==> src/rtl/logic_reduce_unit_if.sv <==
// Operand/result handshake bundle for logic_reduce_unit.
// The slave modport is the reduce unit; the master modport is whoever drives beats and takes results.
interface logic_reduce_unit_if #(
    parameter int WIDTH = 32
) ();
    logic             in_valid;
    logic             in_ready;
    logic [1:0]       op;
    logic             mode;
    logic             last;
    logic [WIDTH-1:0] a;
    logic [WIDTH-1:0] b;
    logic             out_valid;
    logic             out_ready;
    logic [WIDTH-1:0] result;
    logic             zero;
    logic [7:0]       beats;
    logic             truncated;

    modport slave (
        input  in_valid, op, mode, last, a, b, out_ready,
        output in_ready, out_valid, result, zero, beats, truncated
    );

    modport master (
        output in_valid, op, mode, last, a, b, out_ready,
        input  in_ready, out_valid, result, zero, beats, truncated
    );
endinterface

==> src/rtl/logic_reduce_unit.sv <==
// Bitwise AND/OR/XOR/NOR unit: combines a op b per beat, optionally folding a multi-beat
// transaction into one registered result that is held until the consumer takes it.
module logic_reduce_unit #(
    parameter int WIDTH     = 32,
    parameter int MAX_BEATS = 8
) (
    input logic                 clk,
    input logic                 reset_n,
    logic_reduce_unit_if.slave  bus
);
    typedef enum logic [1:0] {
        IDLE = 2'd0,
        ACC  = 2'd1,
        HOLD = 2'd2
    } state_t;

    localparam logic [7:0] MAX_CNT = 8'(MAX_BEATS);

    // NOR is applied only once, at the output; accumulation uses plain OR.
    function automatic logic [WIDTH-1:0] op_base(input logic [1:0]       sel,
                                                 input logic [WIDTH-1:0] x,
                                                 input logic [WIDTH-1:0] y);
        case (sel)
            2'b00:   op_base = x & y;
            2'b01:   op_base = x | y;
            2'b10:   op_base = x ^ y;
            default: op_base = x | y;
        endcase
    endfunction

    state_t           state;
    state_t           state_nxt;
    logic             ready;
    logic             valid;
    logic             accept;
    logic [1:0]       op_eff;
    logic [WIDTH-1:0] term;
    logic [7:0]       beats_inc;
    logic             close_acc;

    logic [WIDTH-1:0] acc_p0;
    logic [1:0]       op_p0;
    logic [7:0]       beats_p0;
    logic             trunc_p0;
    logic [WIDTH-1:0] res;

    assign accept    = bus.in_valid && ready;
    assign op_eff    = (state == IDLE) ? bus.op : op_p0;
    assign term      = op_base(op_eff, bus.a, bus.b);
    assign beats_inc = beats_p0 + 8'd1;
    assign close_acc = bus.last || (beats_inc == MAX_CNT);

    always_ff @(posedge clk) begin
        if (!reset_n) begin
            state <= IDLE;
        end else begin
            state <= state_nxt;
        end
    end

    always_comb begin
        state_nxt = state;
        case (state)
            IDLE: begin
                if (accept) begin
                    state_nxt = (!bus.mode || bus.last) ? HOLD : ACC;
                end
            end
            ACC: begin
                if (accept && close_acc) begin
                    state_nxt = HOLD;
                end
            end
            HOLD: begin
                if (bus.out_ready) begin
                    state_nxt = IDLE;
                end
            end
            default: state_nxt = IDLE;
        endcase
    end

    always_comb begin
        ready = 1'b0;
        valid = 1'b0;
        case (state)
            IDLE:    ready = 1'b1;
            ACC:     ready = 1'b1;
            HOLD:    valid = 1'b1;
            default: ready = 1'b0;
        endcase
    end

    // Stage p0: accumulator and transaction attributes, captured only on accepted beats.
    always_ff @(posedge clk) begin
        if (!reset_n) begin
            acc_p0   <= '0;
            op_p0    <= 2'b00;
            beats_p0 <= 8'd0;
            trunc_p0 <= 1'b0;
        end else if (accept) begin
            if (state == IDLE) begin
                acc_p0   <= term;
                op_p0    <= bus.op;
                beats_p0 <= 8'd1;
                trunc_p0 <= 1'b0;
            end else begin
                acc_p0   <= op_base(op_p0, acc_p0, term);
                beats_p0 <= beats_inc;
                trunc_p0 <= !bus.last && (beats_inc == MAX_CNT);
            end
        end
    end

    assign res           = (op_p0 == 2'b11) ? ~acc_p0 : acc_p0;
    assign bus.result    = res;
    assign bus.zero      = ~|res;
    assign bus.beats     = beats_p0;
    assign bus.truncated = trunc_p0;
    assign bus.in_ready  = ready;
    assign bus.out_valid = valid;
endmodule

==> src/flat_wrapper.sv <==
// flat-port wrapper written by rule: the top's interface ports become plain ports
module logic_reduce_unit_flat 
#(
    parameter int WIDTH     = 32,
    parameter int MAX_BEATS = 8
)
  (clk, reset_n, bus_in_valid, bus_op, bus_mode, bus_last, bus_a, bus_b, bus_out_ready, bus_in_ready, bus_out_valid, bus_result, bus_zero, bus_beats, bus_truncated);
  logic_reduce_unit_if #(.WIDTH(WIDTH)) bus_i ();
  input logic clk;
  input logic reset_n;
  input wire logic [$bits(bus_i.in_valid)-1:0] bus_in_valid;
  input wire logic [$bits(bus_i.op)-1:0] bus_op;
  input wire logic [$bits(bus_i.mode)-1:0] bus_mode;
  input wire logic [$bits(bus_i.last)-1:0] bus_last;
  input wire logic [$bits(bus_i.a)-1:0] bus_a;
  input wire logic [$bits(bus_i.b)-1:0] bus_b;
  input wire logic [$bits(bus_i.out_ready)-1:0] bus_out_ready;
  output wire logic [$bits(bus_i.in_ready)-1:0] bus_in_ready;
  output wire logic [$bits(bus_i.out_valid)-1:0] bus_out_valid;
  output wire logic [$bits(bus_i.result)-1:0] bus_result;
  output wire logic [$bits(bus_i.zero)-1:0] bus_zero;
  output wire logic [$bits(bus_i.beats)-1:0] bus_beats;
  output wire logic [$bits(bus_i.truncated)-1:0] bus_truncated;
  assign bus_i.in_valid = bus_in_valid;
  assign bus_i.op = bus_op;
  assign bus_i.mode = bus_mode;
  assign bus_i.last = bus_last;
  assign bus_i.a = bus_a;
  assign bus_i.b = bus_b;
  assign bus_i.out_ready = bus_out_ready;
  assign bus_in_ready = bus_i.in_ready;
  assign bus_out_valid = bus_i.out_valid;
  assign bus_result = bus_i.result;
  assign bus_zero = bus_i.zero;
  assign bus_beats = bus_i.beats;
  assign bus_truncated = bus_i.truncated;
  logic_reduce_unit #(.WIDTH(WIDTH), .MAX_BEATS(MAX_BEATS)) u_core (.clk(clk), .reset_n(reset_n), .bus(bus_i));
endmodule
==> config.mk <==
export PLATFORM = sky130hd
export DESIGN_NAME = logic_reduce_unit_flat
export DESIGN_NICKNAME = d
export VERILOG_FILES = /design/src/rtl/logic_reduce_unit_if.sv /design/src/rtl/logic_reduce_unit.sv /design/src/flat_wrapper.sv
export SDC_FILE = /design/constraint.sdc
export NUM_CORES = 1
export LEC_CHECK = 0
export BUFFER_PORTS_ARGS = -buffer_cell sky130_fd_sc_hd__buf_2
export CAP_MARGIN = 20
export CORE_UTILIZATION = 30
export CTS_CLUSTER_DIAMETER = 50
export DETAILED_ROUTE_END_ITERATION = 16
export GPL_ROUTABILITY_DRIVEN = 0
export PLACE_DENSITY = 0.55
export SLEW_MARGIN = 25
export SYNTH_ARGS = -nofsm -noshare
export SYNTH_HDL_FRONTEND = slang
export SYNTH_SLANG_ARGS = --single-unit
==> constraint.sdc <==
create_clock -name clk -period 6.35 [get_ports clk]
set_input_delay 0.635 -clock clk [delete_from_list [all_inputs] [get_ports clk]]
set_output_delay 0.635 -clock clk [all_outputs]
set_load 0.005 [all_outputs]
Word-level counts from Yosys, hierarchy flattened
Cells that the tools add are included.
{"block": "word_totals", "ramBits": 0, "latchBits": 0, "romBits": 0, "output_inout_bits": 44, "memories": 0, "regBits": 45}
{"block": "op_classes", "n_bitwise": 7, "shifts": 0, "add_sub_neg": 1, "mux": 14, "n_eq_ne": 9, "n_reduce_logical": 14, "n_div": 0, "mul": 0, "n_lt_le_gt_ge": 0}
{"op": "32-bit one-hot mux with 2 select lines", "n": 2}
{"op": "32-bit bitwise AND", "n": 2}
{"op": "32-bit two-way mux", "n": 2}
{"op": "32-bit OR", "n": 2}
{"op": "32-bit XOR", "n": 2}
{"op": "32-bit NOT", "n": 1}
{"op": "32-bit OR reduction", "n": 1}
{"op": "2-bit two-way mux", "n": 5}
{"op": "8-bit by 1-bit adder with 8-bit output (second input constant)", "n": 1}
{"op": "2-bit equality test (second input constant)", "n": 4}
{"op": "8-bit by 4-bit equality test with 1-bit output (second input constant)", "n": 1}
{"op": "8-bit two-way mux", "n": 1}
{"op": "2-bit logical NOT", "n": 3}
{"op": "2-bit one-hot mux with 3 select lines", "n": 1}
{"op": "2-bit by 1-bit inequality test with 1-bit output (second input constant)", "n": 2}
{"op": "1-bit logical AND", "n": 3}
{"op": "1-bit logical NOT", "n": 3}
{"op": "1-bit two-way mux", "n": 3}
{"op": "3-bit AND reduction", "n": 1}
{"op": "2-bit by 1-bit equality test with 1-bit output (second input constant)", "n": 1}
{"op": "1-bit logical OR", "n": 2}
{"op": "2-bit inequality test (second input constant)", "n": 1}
{"op": "2-bit OR reduction", "n": 1}

Depth between registers and ports, before layout
Gate-level depths: netlist of run 1.
{"block": "logic_depth", "word_depth": 7, "ltp_mapped": 12, "ltp_nobuf": 11}

Least setup slack after synthesis of run 1
No wires, ideal clock.
{"block": "synth_timing", "path_type": "input port to flip-flop", "from": "in bus_op[0]", "to": "reg u_core.acc_p0[1]", "n_path_buf": 1, "arrival_ns": 2.477, "path_slack_ns": 3.750, "required_ns": 6.227, "path_stages": 12, "path_cell_list": "or4_4 -> o31ai_4 -> buf_6 -> inv_2 -> o221ai_2 -> inv_1 -> ha_1 -> nor2b_1 -> a211oi_1 -> a21oi_1 -> a22oi_1 -> o21ai_1"}
{"block": "synth_between", "elab_chain_len": 6, "elab_cells_between_ends": 9}
{"item": "start, declared", "line_no": "flat_wrapper.sv:12", "source": "input wire logic [$bits(bus_i.op)-1:0] bus_op;"}
{"item": "2-bit two-way mux (*)", "line_no": "logic_reduce_unit.sv:48", "source": "assign op_eff = (state == IDLE) ? bus.op : op_p0;"}
{"item": "2-bit equality test / 2-bit logical NOT (equally long branches)", "line_no": "logic_reduce_unit.sv:23", "source": "case (sel)"}
{"item": "32-bit one-hot mux with 2 select lines (*)", "line_no": "logic_reduce_unit.sv:23"}
{"item": "32-bit OR (tied with other cells)", "line_no": "logic_reduce_unit.sv:25, logic_reduce_unit.sv:27"}
{"item": "32-bit one-hot mux with 2 select lines", "line_no": "logic_reduce_unit.sv:23"}
{"item": "32-bit two-way mux (*)", "line_no": "logic_reduce_unit.sv:102", "source": "if (state == IDLE) begin"}
{"item": "end signal, assigned", "line_no": "logic_reduce_unit.sv:103", "source": "acc_p0 <= term;"}
{"item": "end signal, assigned", "line_no": "logic_reduce_unit.sv:108", "source": "acc_p0 <= op_base(op_p0, acc_p0, term);"}
{"item": "end, declared", "line_no": "logic_reduce_unit.sv:41", "source": "logic [WIDTH-1:0] acc_p0;"}
Every way passes the cells marked *; elsewhere a longest branch is shown, timed or not.
A chain may end at the register's enable or synchronous reset.

Final worst setup path of run 1
{"block": "layout_timing", "from": "reg u_core.op_p0[1]", "to": "reg u_core.acc_p0[4]"}
{"block": "layout_between", "elab_chain_len": 6, "elab_cells_between_ends": 11}
{"item": "start, declared", "line_no": "logic_reduce_unit.sv:42", "source": "logic [1:0] op_p0;"}
{"item": "start signal, assigned", "line_no": "logic_reduce_unit.sv:104", "source": "op_p0 <= bus.op;"}
{"item": "2-bit two-way mux", "line_no": "logic_reduce_unit.sv:48"}
{"item": "2-bit equality test / 2-bit logical NOT (equally long branches)", "line_no": "logic_reduce_unit.sv:23"}
{"item": "32-bit one-hot mux with 2 select lines", "line_no": "logic_reduce_unit.sv:23"}
{"item": "32-bit OR (tied with other cells)", "line_no": "logic_reduce_unit.sv:25, logic_reduce_unit.sv:27"}
{"item": "32-bit one-hot mux with 2 select lines", "line_no": "logic_reduce_unit.sv:23"}
{"item": "32-bit two-way mux (*)", "line_no": "logic_reduce_unit.sv:102"}
Marks and branches as above.

==> metrics, run 1 <==
clock buffers created by TritonCTS=5; number of max-cap violations=0; average vias per placed instance=4.712; dominant cell type by area after synthesis=sky130_fd_sc_hd__ha_1; detailed route wirelength on metal3=295 um; critical path start-end classification=reg2reg; number of vias in the routed layout=about 5k; number of nets in the finished design=1005; crit-path cells=buf_4, nand2b_1, o21ai_4, buf_4, a221oi_1, ha_1, a211oi_1, a21oi_1, a22oi_1, o21ai_0; count of standard-cell rows=50; data required time at the worst endpoint=between 6 and 7 ns; Longest Clk Path Bufs=2; nets in the synthesized netlist=just over 900; first drt pass iteration count=4; number of antenna violations at the first check in global routing=0; Setup Total Neg Slack=0 ns; CTS tree=built; half-perimeter wire length of the detailed placement result=10400 um; critical path capture point type=flip-flop; maximum vdd ir drop=0.1145 mV; kind of launch point of the worst setup path=flip-flop; Clock Skew=0.009689 ns; per-instance average area after synthesis=8.058 um2; fin crit share=a little over half; Clock Latency Late Sink=0.29 ns; Floorplan Core Area=around 19000 um2; measured slew at the worst slew-check pin=~1 ns; net switching share of the total power=between 30% and 40%; number of warnings issued by yosys=0; status=completed; top metal layer carrying routed signals=met4; gr ovfl total=0; class of the tightest hold or removal check=reg2reg; combinational group share of total power=just over 40%; Worst path max stage delay=0.61 ns; setup-violating endpoint count in the final report=0; crit path setup slack, layout=2.995 ns; final routed wirelength across all metal layers=14200 um; overall track demand over capacity in global routing=14.61%; vias in the first global route=4786; H-tree levels=2; sequential fraction of the synthesis area=15.57%; remaining antenna violation count after routing=0; area of the die=19840 um2; P_sw=0.0004190 W; detailed-routed wire length on met2=~6900 um; Reg clk slew, reported paths=~0.07 ns; leading cell types in the layout, fill and taps excluded=132 x sky130_fd_sc_hd__inv_1, 130 x sky130_fd_sc_hd__ha_1, 115 x sky130_fd_sc_hd__buf_2, 43 x sky130_fd_sc_hd__dfxtp_1, 39 x sky130_fd_sc_hd__nor2b_1; global-route wire length before repair=23670 um; total setup buffers inserted after CTS=0; most frequent standard cell in the layout excluding fill and tap cells=sky130_fd_sc_hd__inv_1; number of cells on the worst hold path=2; maximum clock frequency=0.2981 GHz; most used cell, CP=sky130_fd_sc_hd__buf_4; initial DRC count=229; number of max-slew violations in the final report=0; leakage power=3.390 nW; flops & latches, synth=45; post-placement cell area=6553 um2; count of final hold-check violations=0; maximum number of pins on one net before global-route repair=69; layout cells sized above 1=21.39%; sequential cell fraction of total power=between 30% and 40%; wire per inst=13.34 um; EDFF count, synth=0; unrepaired setup endpoints after global routing=false; CP arrival=around 3.5 ns; Inserted Diodes=0; starting density of the core=a little under a third; worst-case headroom to the max-slew limit=32.17%; highest net fanout along the worst path=44; minimum period implied by the final worst setup slack=3.355 ns; power density normalized to cell area=160.0 nW/um2; Slowest-stage cell, CP=sky130_fd_sc_hd__dfxtp_2; die width=140.9 um; area share of the largest cell type after synthesis=28.11%; share of power burned in the clock network=26.0%; IO buf count=115; detailed-route wire length on metal 1=just under 7000 um; count of unresolved DRC violations after routing=0; count of distinct cell types in the synthesized netlist=44; layout-stage area growth over the synthesis result=15.98%; io pins=~120; Post-synth top flop=sky130_fd_sc_hd__dfxtp_1; post-layout instance area=between 6000 and 7000 um2; ys async rst share=0%; dpl ws=2.961 ns; cells on worst reg2reg path=10; clk root buf=sky130_fd_sc_hd__clkbuf_16; Syn Inst Count=718; number of buffers inserted for hold repair after clock tree synthesis=0; biggest area contributors in the synthesized netlist=sky130_fd_sc_hd__ha_1 28%, sky130_fd_sc_hd__dfxtp_1 16%, sky130_fd_sc_hd__inv_1 8.6%; die extent in y=about 140 um; number of cells upsized or downsized after cts=0; post-synth design cell area=5786 um2; TritonCTS Sinks=45; cell internal pwr=0.0006547 W
power by group through the flow:
stage	sequential [W]	combinational (W)	clock [W]
6_report	0.000355	0.000439	0.000279
5_1_grt	0.000360	0.000510	0.000297
4_1_cts	0.000355	0.000448	0.000287
3_5_place_dp	0.000361	0.000445	0
3_3_place_gp	0.000361	0.000436	0
2_1_floorplan	0.000343	0.000329	0
critical path: cells and delay by family, from the launching register on:
| family | cells | cell delay (ns) |
|---|---|---|
| AO/OA/AOI/OAI | 6 | 1.15 |
| buffers and inverters | 2 | 0.96 |
| flip-flops | 1 | 0.61 |
| adder cells (fa/ha/maj) | 1 | 0.32 |
| AND/OR/NAND/NOR | 1 | 0.16 |
final timing paths:
kind / from / end / slack [ns]
setup reg to reg: u_core.op_p0[1] / u_core.acc_p0[4] / 3.00
setup / recovery: u_core.op_p0[1] / u_core.acc_p0[4] / 3.00
hold reg to reg: u_core.bus.truncated / u_core.bus.truncated / 0.48
hold / removal: u_core.bus.truncated / u_core.bus.truncated / 0.48
layout make-up:
class | instances | area [um2]
repair buffers | 122 | 628.1
fillers | 2031 | 12120
well taps | 260 | 325.3
flip-flops and latches | 45 | 903.4
clock buffers | 6 | 138.9
multi-input cells | 496 | 4202
inverters | 133 | 499.2
clock inverters | 2 | 13.76
synth_stat cells, types with 5 or more instances:
| cell | number |
|---|---|
| sky130_fd_sc_hd__nand2_1 | 18 |
| sky130_fd_sc_hd__a211oi_1 | 33 |
| sky130_fd_sc_hd__clkbuf_1 | 25 |
| sky130_fd_sc_hd__nor4_1 | 12 |
| sky130_fd_sc_hd__o21ai_0 | 31 |
| sky130_fd_sc_hd__nand4_1 | 11 |
| sky130_fd_sc_hd__o21ai_1 | 6 |
| sky130_fd_sc_hd__ha_1 | 130 |
| sky130_fd_sc_hd__nand3_1 | 9 |
| sky130_fd_sc_hd__buf_2 | 12 |
| sky130_fd_sc_hd__xnor2_1 | 33 |
| sky130_fd_sc_hd__a221oi_2 | 30 |
| sky130_fd_sc_hd__dfxtp_1 | 45 |
| sky130_fd_sc_hd__a21oi_1 | 37 |
| sky130_fd_sc_hd__inv_1 | 132 |
| sky130_fd_sc_hd__nor2_1 | 37 |
| sky130_fd_sc_hd__a22oi_1 | 32 |
| sky130_fd_sc_hd__nor2b_1 | 40 |
| sky130_fd_sc_hd__nor3_1 | 5 |
cells by family after synthesis:
kind of cell / share of synthesized area, %
AND/OR/NAND/NOR: 13.30
flip-flops: 15.57
buffers and inverters: 12.35
multiplexers: 0.4109
AO/OA/AOI/OAI: 25.11
adder cells (fa/ha/maj): 28.11
XOR/XNOR: 5.147
routing by layer:
layer / up-vias / global-route usage, %
met1: 2291 / 18.42
met3: 9 / 1.359
li1: 2639 / -
met5: - / 0
met4: 0 / 3.375
met2: 75 / 26.66
through the flow:
| stage | power, W | utilization (%) | std cells | hold slack, ns |
|---|---|---|---|---|
| 3_3_place_gp | 0.0007969 | 34.80 | 1056 | 0.4579 |
| 2_1_floorplan | 0.0006718 | - | 718 | 0.4659 |
| 6_report | 0.001074 | 35.63 | 1064 | 0.4778 |
| 5_1_grt | 0.001167 | 35.63 | 1064 | 0.4922 |
| 3_5_place_dp | 0.0008061 | 34.80 | 1056 | 0.4724 |
| 4_1_cts | 0.001090 | 35.61 | 1064 | 0.4829 |
sequential cells by signal (all words and copies together), names as in the netlist:
| register | count |
|---|---|
| u_core.acc_p0 | 32 |
| u_core.bus.beats | 8 |
| u_core.state | 2 |
| u_core.op_p0 | 2 |
| u_core.bus.truncated | 1 |
(Power assumes the default switching activity.)
==> run 2: changes to the inputs <==
clock period = 3.3 ns   (was 6.35 ns; I/O delays follow)
==> run 2 against run 1 <==
  * Hold slack worse by 0.14 ns
  * Sequential power grew 90%
  * Total power is 92% higher
  * Setup slack worse by 2.5 ns
  * Critical path depth did not move
  * Flip-flop and latch count did not move
  * Global-route usage grew 0.30 points
  * Register-to-register slack worse by 2.5 ns
  * Die area did not move
  * Largest power group unchanged
==> metrics, run 2 (synthesized netlist as in run 1, its figures left out) <==
critical path start-end classification=reg2reg; share of power burned in the clock network=about a quarter; total setup buffers inserted after CTS=0; power density normalized to cell area=303.6 nW/um2; count of standard-cell rows=50; leakage power=3.414 nW; kind of launch point of the worst setup path=flip-flop; setup-violating endpoint count in the final report=0; number of nets in the finished design=1013; number of buffers inserted for hold repair after clock tree synthesis=0; remaining antenna violation count after routing=0; CP bufs+invs=2; Longest Clk Path Bufs=2; number of max-cap violations=0; IO buf count=115; worst-case headroom to the max-slew limit=39.38%; number of vias in the routed layout=around 5.1k; highest net fanout along the worst path=25; starting density of the core=between 30% and 40%; final core utilization=35.99%; CP delay by family, top=compound AO/OA/AOI/OAI gates; maximum number of pins on one net before global-route repair=48; die extent in y=140.9 um; CP arrival=2.95 ns; count of unresolved DRC violations after routing=0; gr ovfl total=0; largest register by flop count=u_core.acc_p0; final routed wirelength across all metal layers=approximately 14000 um; layout cells sized above 1=between 20% and 30%; io pins=about 120; area of the die=19840 um2; number of max-slew violations in the final report=0; minimum period implied by the final worst setup slack=about 2.8 ns; net switching share of the total power=roughly 39%; vias in the first global route=4732; Reg clk slew, reported paths=0.07 ns; wire per inst=13.50 um; number of antenna violations at the first check in global routing=0; Floorplan Core Area=18830 um2; fin crit share=a little over four fifths; worst hold slack=0.3389 ns; initial DRC count=251; CTS tree=built; Reg2Reg Setup Slack=just over 0.5 ns; unrepaired setup endpoints after global routing=false; average vias per placed instance=4.753; Clock Skew=0.005932 ns; TritonCTS Sinks=45; P_sw=around 0.00080 W; maximum vdd ir drop=approximately 0.18 mV; crit-path cells=buf_4, or4_4, o31ai_4, buf_12, a221oi_1, ha_1, a211oi_1, a21oi_1, a22oi_1, o21ai_0; Worst path max stage delay=0.56 ns; Slowest-stage cell, CP=sky130_fd_sc_hd__or4_4; clock buffers created by TritonCTS=5; Inserted Diodes=0; clk root buf=sky130_fd_sc_hd__clkbuf_16; first drt pass iteration count=4; data required time at the worst endpoint=roughly 3.5 ns; critical path capture point type=flip-flop; overall track demand over capacity in global routing=14.91%; filler cell count in the final layout=roughly 1.9k; global-route wire length before repair=24170 um; cell internal pwr=0.001257 W; sequential cell fraction of total power=32.9%; Clock Latency Late Sink=0.29 ns; most frequent standard cell in the layout excluding fill and tap cells=sky130_fd_sc_hd__inv_1; die width=140.9 um; layout-stage area growth over the synthesis result=17.15%; maximum clock frequency=roughly 0.36 GHz; number of cells upsized or downsized after cts=0; Setup Total Neg Slack=0 ns; measured slew at the worst slew-check pin=0.9074 ns; H-tree levels=2; class of the tightest hold or removal check=in2reg; combinational group share of total power=42.8%; max reg flops=32; status=completed; half-perimeter wire length of the detailed placement result=10760 um; Pwr Total=about 0.0021 W; leading cell types in the layout, fill and taps excluded=132 x sky130_fd_sc_hd__inv_1, 130 x sky130_fd_sc_hd__ha_1, 115 x sky130_fd_sc_hd__buf_2, 43 x sky130_fd_sc_hd__dfxtp_1, 39 x sky130_fd_sc_hd__nor2b_1; count of final hold-check violations=0
run 2: worst reg2reg max path: stages, from the launching register on:
cell	delay [ns]
sky130_fd_sc_hd__dfxtp_1	0.35
sky130_fd_sc_hd__buf_4	0.19
sky130_fd_sc_hd__or4_4	0.56
sky130_fd_sc_hd__o31ai_4	0.18
sky130_fd_sc_hd__buf_12	0.31
sky130_fd_sc_hd__a221oi_1	0.18
sky130_fd_sc_hd__ha_1	0.35
sky130_fd_sc_hd__a211oi_1	0.23
sky130_fd_sc_hd__a21oi_1	0.07
sky130_fd_sc_hd__a22oi_1	0.14
sky130_fd_sc_hd__o21ai_0	0.10
run 2: path summary, 6_finish.rpt:
check / depth (start not counted) / end / start
worst max-delay path: 10 / u_core.acc_p0[4] / u_core.state[0]
worst min-delay path: 4 / u_core.state[1] / bus_out_ready
worst max register to register: 10 / u_core.acc_p0[4] / u_core.state[0]
worst min register to register: 2 / u_core.bus.truncated / u_core.bus.truncated
run 2: through the flow:
stage               instance area [um2]  instances  setup WS, ns
CTS                                6778       1072        0.4881
global placement                   6638       1064        0.4946
finish                             6778       1072        0.5092
floorplan                          5786        718        0.8784
global route                       6778       1072        0.2792
detailed placement                 6638       1064        0.4686
run 2: final cells by class:
| cell class | count | area (um2) | share of cell area (%) |
|---|---|---|---|
| Tap cell | 260 | 325.3 | 4.800 |
| Multi-Input combinational cell | 496 | 4197 | 61.92 |
| Timing Repair Buffer | 130 | 713.2 | 10.52 |
| Clock buffer | 7 | 132.6 | 1.957 |
| Sequential cell | 45 | 903.4 | 13.33 |
| Clock inverter | 1 | 7.507 | 0.1108 |
| Inverter | 133 | 499.2 | 7.366 |
run 2: routing by layer:
metal  GRT usage [%]  part of all wire [%]  wire length (um)  vias to the layer above
li1                -                     -                 -                     2646
met1           19.43                    48              6947                     2374
met2           26.84                    49              7110                       68
met3           1.461                   2.3               326                        7
met4           2.403                  0.64                93                        0
met5               0                     0                 0                        -
run 2: power groups by stage:
stage          Sequential, W  Clock (W)  Combinational [W]
6_report            0.000676   0.000501           0.000881
4_1_cts             0.000675   0.000518           0.000896
5_1_grt             0.000687   0.000538            0.00102
2_1_floorplan       0.000659          0           0.000633
3_5_place_dp        0.000688          0           0.000891
3_3_place_gp        0.000687          0           0.000868
==> run 3: changes to the inputs <==
ABC_AREA = 1   (was default)
PLACE_DENSITY = 0.56   (was 0.55)
clock period = 2.3 ns   (was 3.3 ns; I/O delays follow)
==> run 3 against run 2 <==
  * Count of clock-buffer cells in the layout down 1
  * Critical path type is now reg2out
  * Flip-flop and latch count unchanged
  * Non-clock buffer count up 29
==> metrics, run 3 <==
area share of the largest cell type after synthesis=26.48%; clock buffers created by TritonCTS=5; fin crit share=96.96%; gr ovfl total=0; Reg clk slew, reported paths=0.07 ns; post-layout instance area=approximately 8000 um2; post-synth design cell area=a little over 6000 um2; wire per inst=14.34 um; reg-to-reg critical path startpoint=u_core.state[0]; measured slew at the worst slew-check pin=0.5383 ns; TritonCTS Sinks=45; nets in the synthesized netlist=1105; Clock Skew=0.009403 ns; count of distinct cell types in the synthesized netlist=28; count of final hold-check violations=0; setup-violating endpoint count in the final report=0; number of nets in the finished design=1226; data required time at the worst endpoint=2.07 ns; Post-synth top flop=sky130_fd_sc_hd__dfxtp_1; P_sw=0.001774 W; die width=145.1 um; H-tree levels=2; Longest Clk Path Bufs=2; flops & latches, synth=45; number of buffers inserted for hold repair after clock tree synthesis=0; Inserted Diodes=0; most common cell in the synthesized netlist=sky130_fd_sc_hd__inv_1; share of power burned in the clock network=19.4%; initial DRC count=254; unrepaired setup endpoints after global routing=true; ys async rst share=0%; sequential cell fraction of total power=22.4%; minimum period implied by the final worst setup slack=2.230 ns; count of standard-cell rows=51; layout cells sized above 1=24.39%; kind of launch point of the worst setup path=flip-flop; leakage power=around 4.2 nW; terminus of the critical flop-to-flop path=u_core.acc_p0[6]; EDFF count, synth=0; clk root buf=sky130_fd_sc_hd__clkbuf_16; final routed wirelength across all metal layers=roughly 18000 um; per-instance average area after synthesis=6.803 um2; Reg2Reg Setup Slack=about 0.08 ns; maximum vdd ir drop=0.2944 mV; leading post-synthesis cells by instance count=178 x sky130_fd_sc_hd__inv_1, 155 x sky130_fd_sc_hd__nand2_1, 130 x sky130_fd_sc_hd__ha_1, 80 x sky130_fd_sc_hd__nand3_1, 69 x sky130_fd_sc_hd__a21oi_1; count of unresolved DRC violations after routing=0; number of max-cap violations=0; destination of the worst hold path=u_core.state[1]; power density normalized to cell area=520.6 nW/um2; number of antenna violations at the first check in global routing=0; area of the die=21050 um2; die extent in y=145.1 um; startpoint of the tightest hold check path=reset_n; critical path capture point type=output pin; net switching share of the total power=43.81%; class of the tightest hold or removal check=in2reg; most frequent standard cell in the layout excluding fill and tap cells=sky130_fd_sc_hd__inv_1; IO buf count=115; dominant cell type by area after synthesis=sky130_fd_sc_hd__ha_1; cell internal pwr=0.002275 W; maximum clock frequency=roughly 0.45 GHz; cells on worst reg2reg path=15; number of max-slew violations in the final report=0; CTS tree=built; Clock Latency Late Sink=0.30 ns; worst-case headroom to the max-slew limit=63.98%; maximum number of pins on one net before global-route repair=69; combinational group share of total power=58.2%; first drt pass iteration count=4; number of warnings issued by yosys=0; largest register by flop count=u_core.acc_p0; number of vias in the routed layout=5993; CP arrival=2.00 ns; critical path start-end classification=reg2out; filler cell count in the final layout=2115; number of cells on the worst hold path=3; status=completed; max reg flops=32; multi-input logic area=about 4500 um2; Floorplan Core Area=19780 um2; area of all sequential standard cells=a little over 900 um2; highest net fanout along the worst path=7; remaining antenna violation count after routing=0; Syn Inst Count=903; global-route wire length before repair=roughly 28000 um; layout-stage area growth over the synthesis result=26.62%; half-perimeter wire length of the detailed placement result=12030 um; average vias per placed instance=4.646; io pins=116; sequential fraction of the synthesis area=between 10% and 20%; vias in the first global route=5593; overall track demand over capacity in global routing=16.05%; starting density of the core=a little under a third; post-placement cell area=slightly above 7000 um2; Setup Total Neg Slack=0 ns; leading cell types in the layout, fill and taps excluded=178 x sky130_fd_sc_hd__inv_1, 151 x sky130_fd_sc_hd__nand2_1, 130 x sky130_fd_sc_hd__ha_1, 115 x sky130_fd_sc_hd__buf_2, 74 x sky130_fd_sc_hd__nand3_1; biggest area contributors in the synthesized netlist=sky130_fd_sc_hd__ha_1 26%, sky130_fd_sc_hd__dfxtp_1 15%, sky130_fd_sc_hd__inv_1 11%
## run 3: cell type report
type | count | share of cell area, %
Multi-Input combinational cell | 631 | 58.37
Timing Repair Buffer | 159 | 14.91
Sequential cell | 45 | 11.65
Inverter | 182 | 8.847
Tap cell | 265 | 4.263
Clock buffer | 6 | 1.785
Clock inverter | 2 | 0.1769
## run 3: how the worst max path moves through the flow
| stage | endpoint | depth (start not counted) | slack, ns | startpoint |
|---|---|---|---|---|
| final | bus_zero | 9 | 0.07 | u_core.op_p0[0] |
| after global routing | u_core.acc_p0[4] | 14 | -0.05 | u_core.state[1] |
| after CTS | bus_zero | 9 | -0.02 | u_core.op_p0[0] |
| after detailed placement | u_core.acc_p0[4] | 15 | 0.006 | u_core.state[1] |
| after global placement | u_core.acc_p0[4] | 15 | 0.06 | u_core.state[1] |
| after floorplan | u_core.acc_p0[23] | 15 | 0.30 | u_core.state[0] |
## run 3: cell families (layout without fill, tap and decap cells)
group,count (synthesis),in the layout,synth area share [%]
DFF,45,45,14.66
buffers and inverters,228,349,14.85
and+or+nand+nor,328,329,25.95
AOI/OAI and AO/OA,140,140,13.50
adders and majority gates,130,130,26.48
xor gates and xnor gates,32,32,4.562
## run 3: power groups by stage
stage | clock network (W) | logic, W | registers, W
5_1_grt | 0.000843 | 0.00266 | 0.000914
3_3_place_gp | 0 | 0.00196 | 0.000919
2_1_floorplan | 0 | 0.00138 | 0.000912
6_report | 0.000787 | 0.00236 | 0.000906
4_1_cts | 0.000814 | 0.00202 | 0.000903
3_5_place_dp | 0 | 0.00200 | 0.000921
## run 3: metrics by stage
stage               total power, W  cells  setup WS, ns  utilization [%]  hold slack, ns
floorplan                 0.002289    903        0.2984                -          0.3544
global placement          0.002879   1258       0.05686            35.82          0.4564
detailed placement        0.002925   1258      0.006343            35.82          0.4636
CTS                       0.003738   1267      -0.01564            36.76          0.1738
global route              0.004420   1290      -0.05377            39.32          0.2178
finish                    0.004050   1290       0.06984            39.32          0.1908
## run 3: timing repair
action,CTS,global route
pin swaps,0,21
hold endpoints to repair,0,0
cloned,1,10
buffers inserted,0,13
setup endpoints to repair,6,33
resized for setup,1,43
## run 3: layer usage
| metal | up-vias | part of all wire, % | track usage (%) |
|---|---|---|---|
| met5 | - | 0 | 0 |
| li1 | 3112 | - | - |
| met1 | 2748 | 48 | 21.81 |
| met4 | 0 | 0.63 | 3.474 |
| met3 | 8 | 5.7 | 2.358 |
| met2 | 125 | 46 | 26.66 |
## run 3: critical path: stages, from the launching register on
cell and delay [ns]:
sky130_fd_sc_hd__dfxtp_1 0.33, sky130_fd_sc_hd__buf_4 0.15, sky130_fd_sc_hd__nand2_4 0.12, sky130_fd_sc_hd__clkbuf_16 0.21
sky130_fd_sc_hd__xor2_1 0.18, sky130_fd_sc_hd__nor2_2 0.16, sky130_fd_sc_hd__nand4_1 0.14, sky130_fd_sc_hd__nor2_1 0.15
sky130_fd_sc_hd__and2_1 0.15, sky130_fd_sc_hd__buf_2 0.11
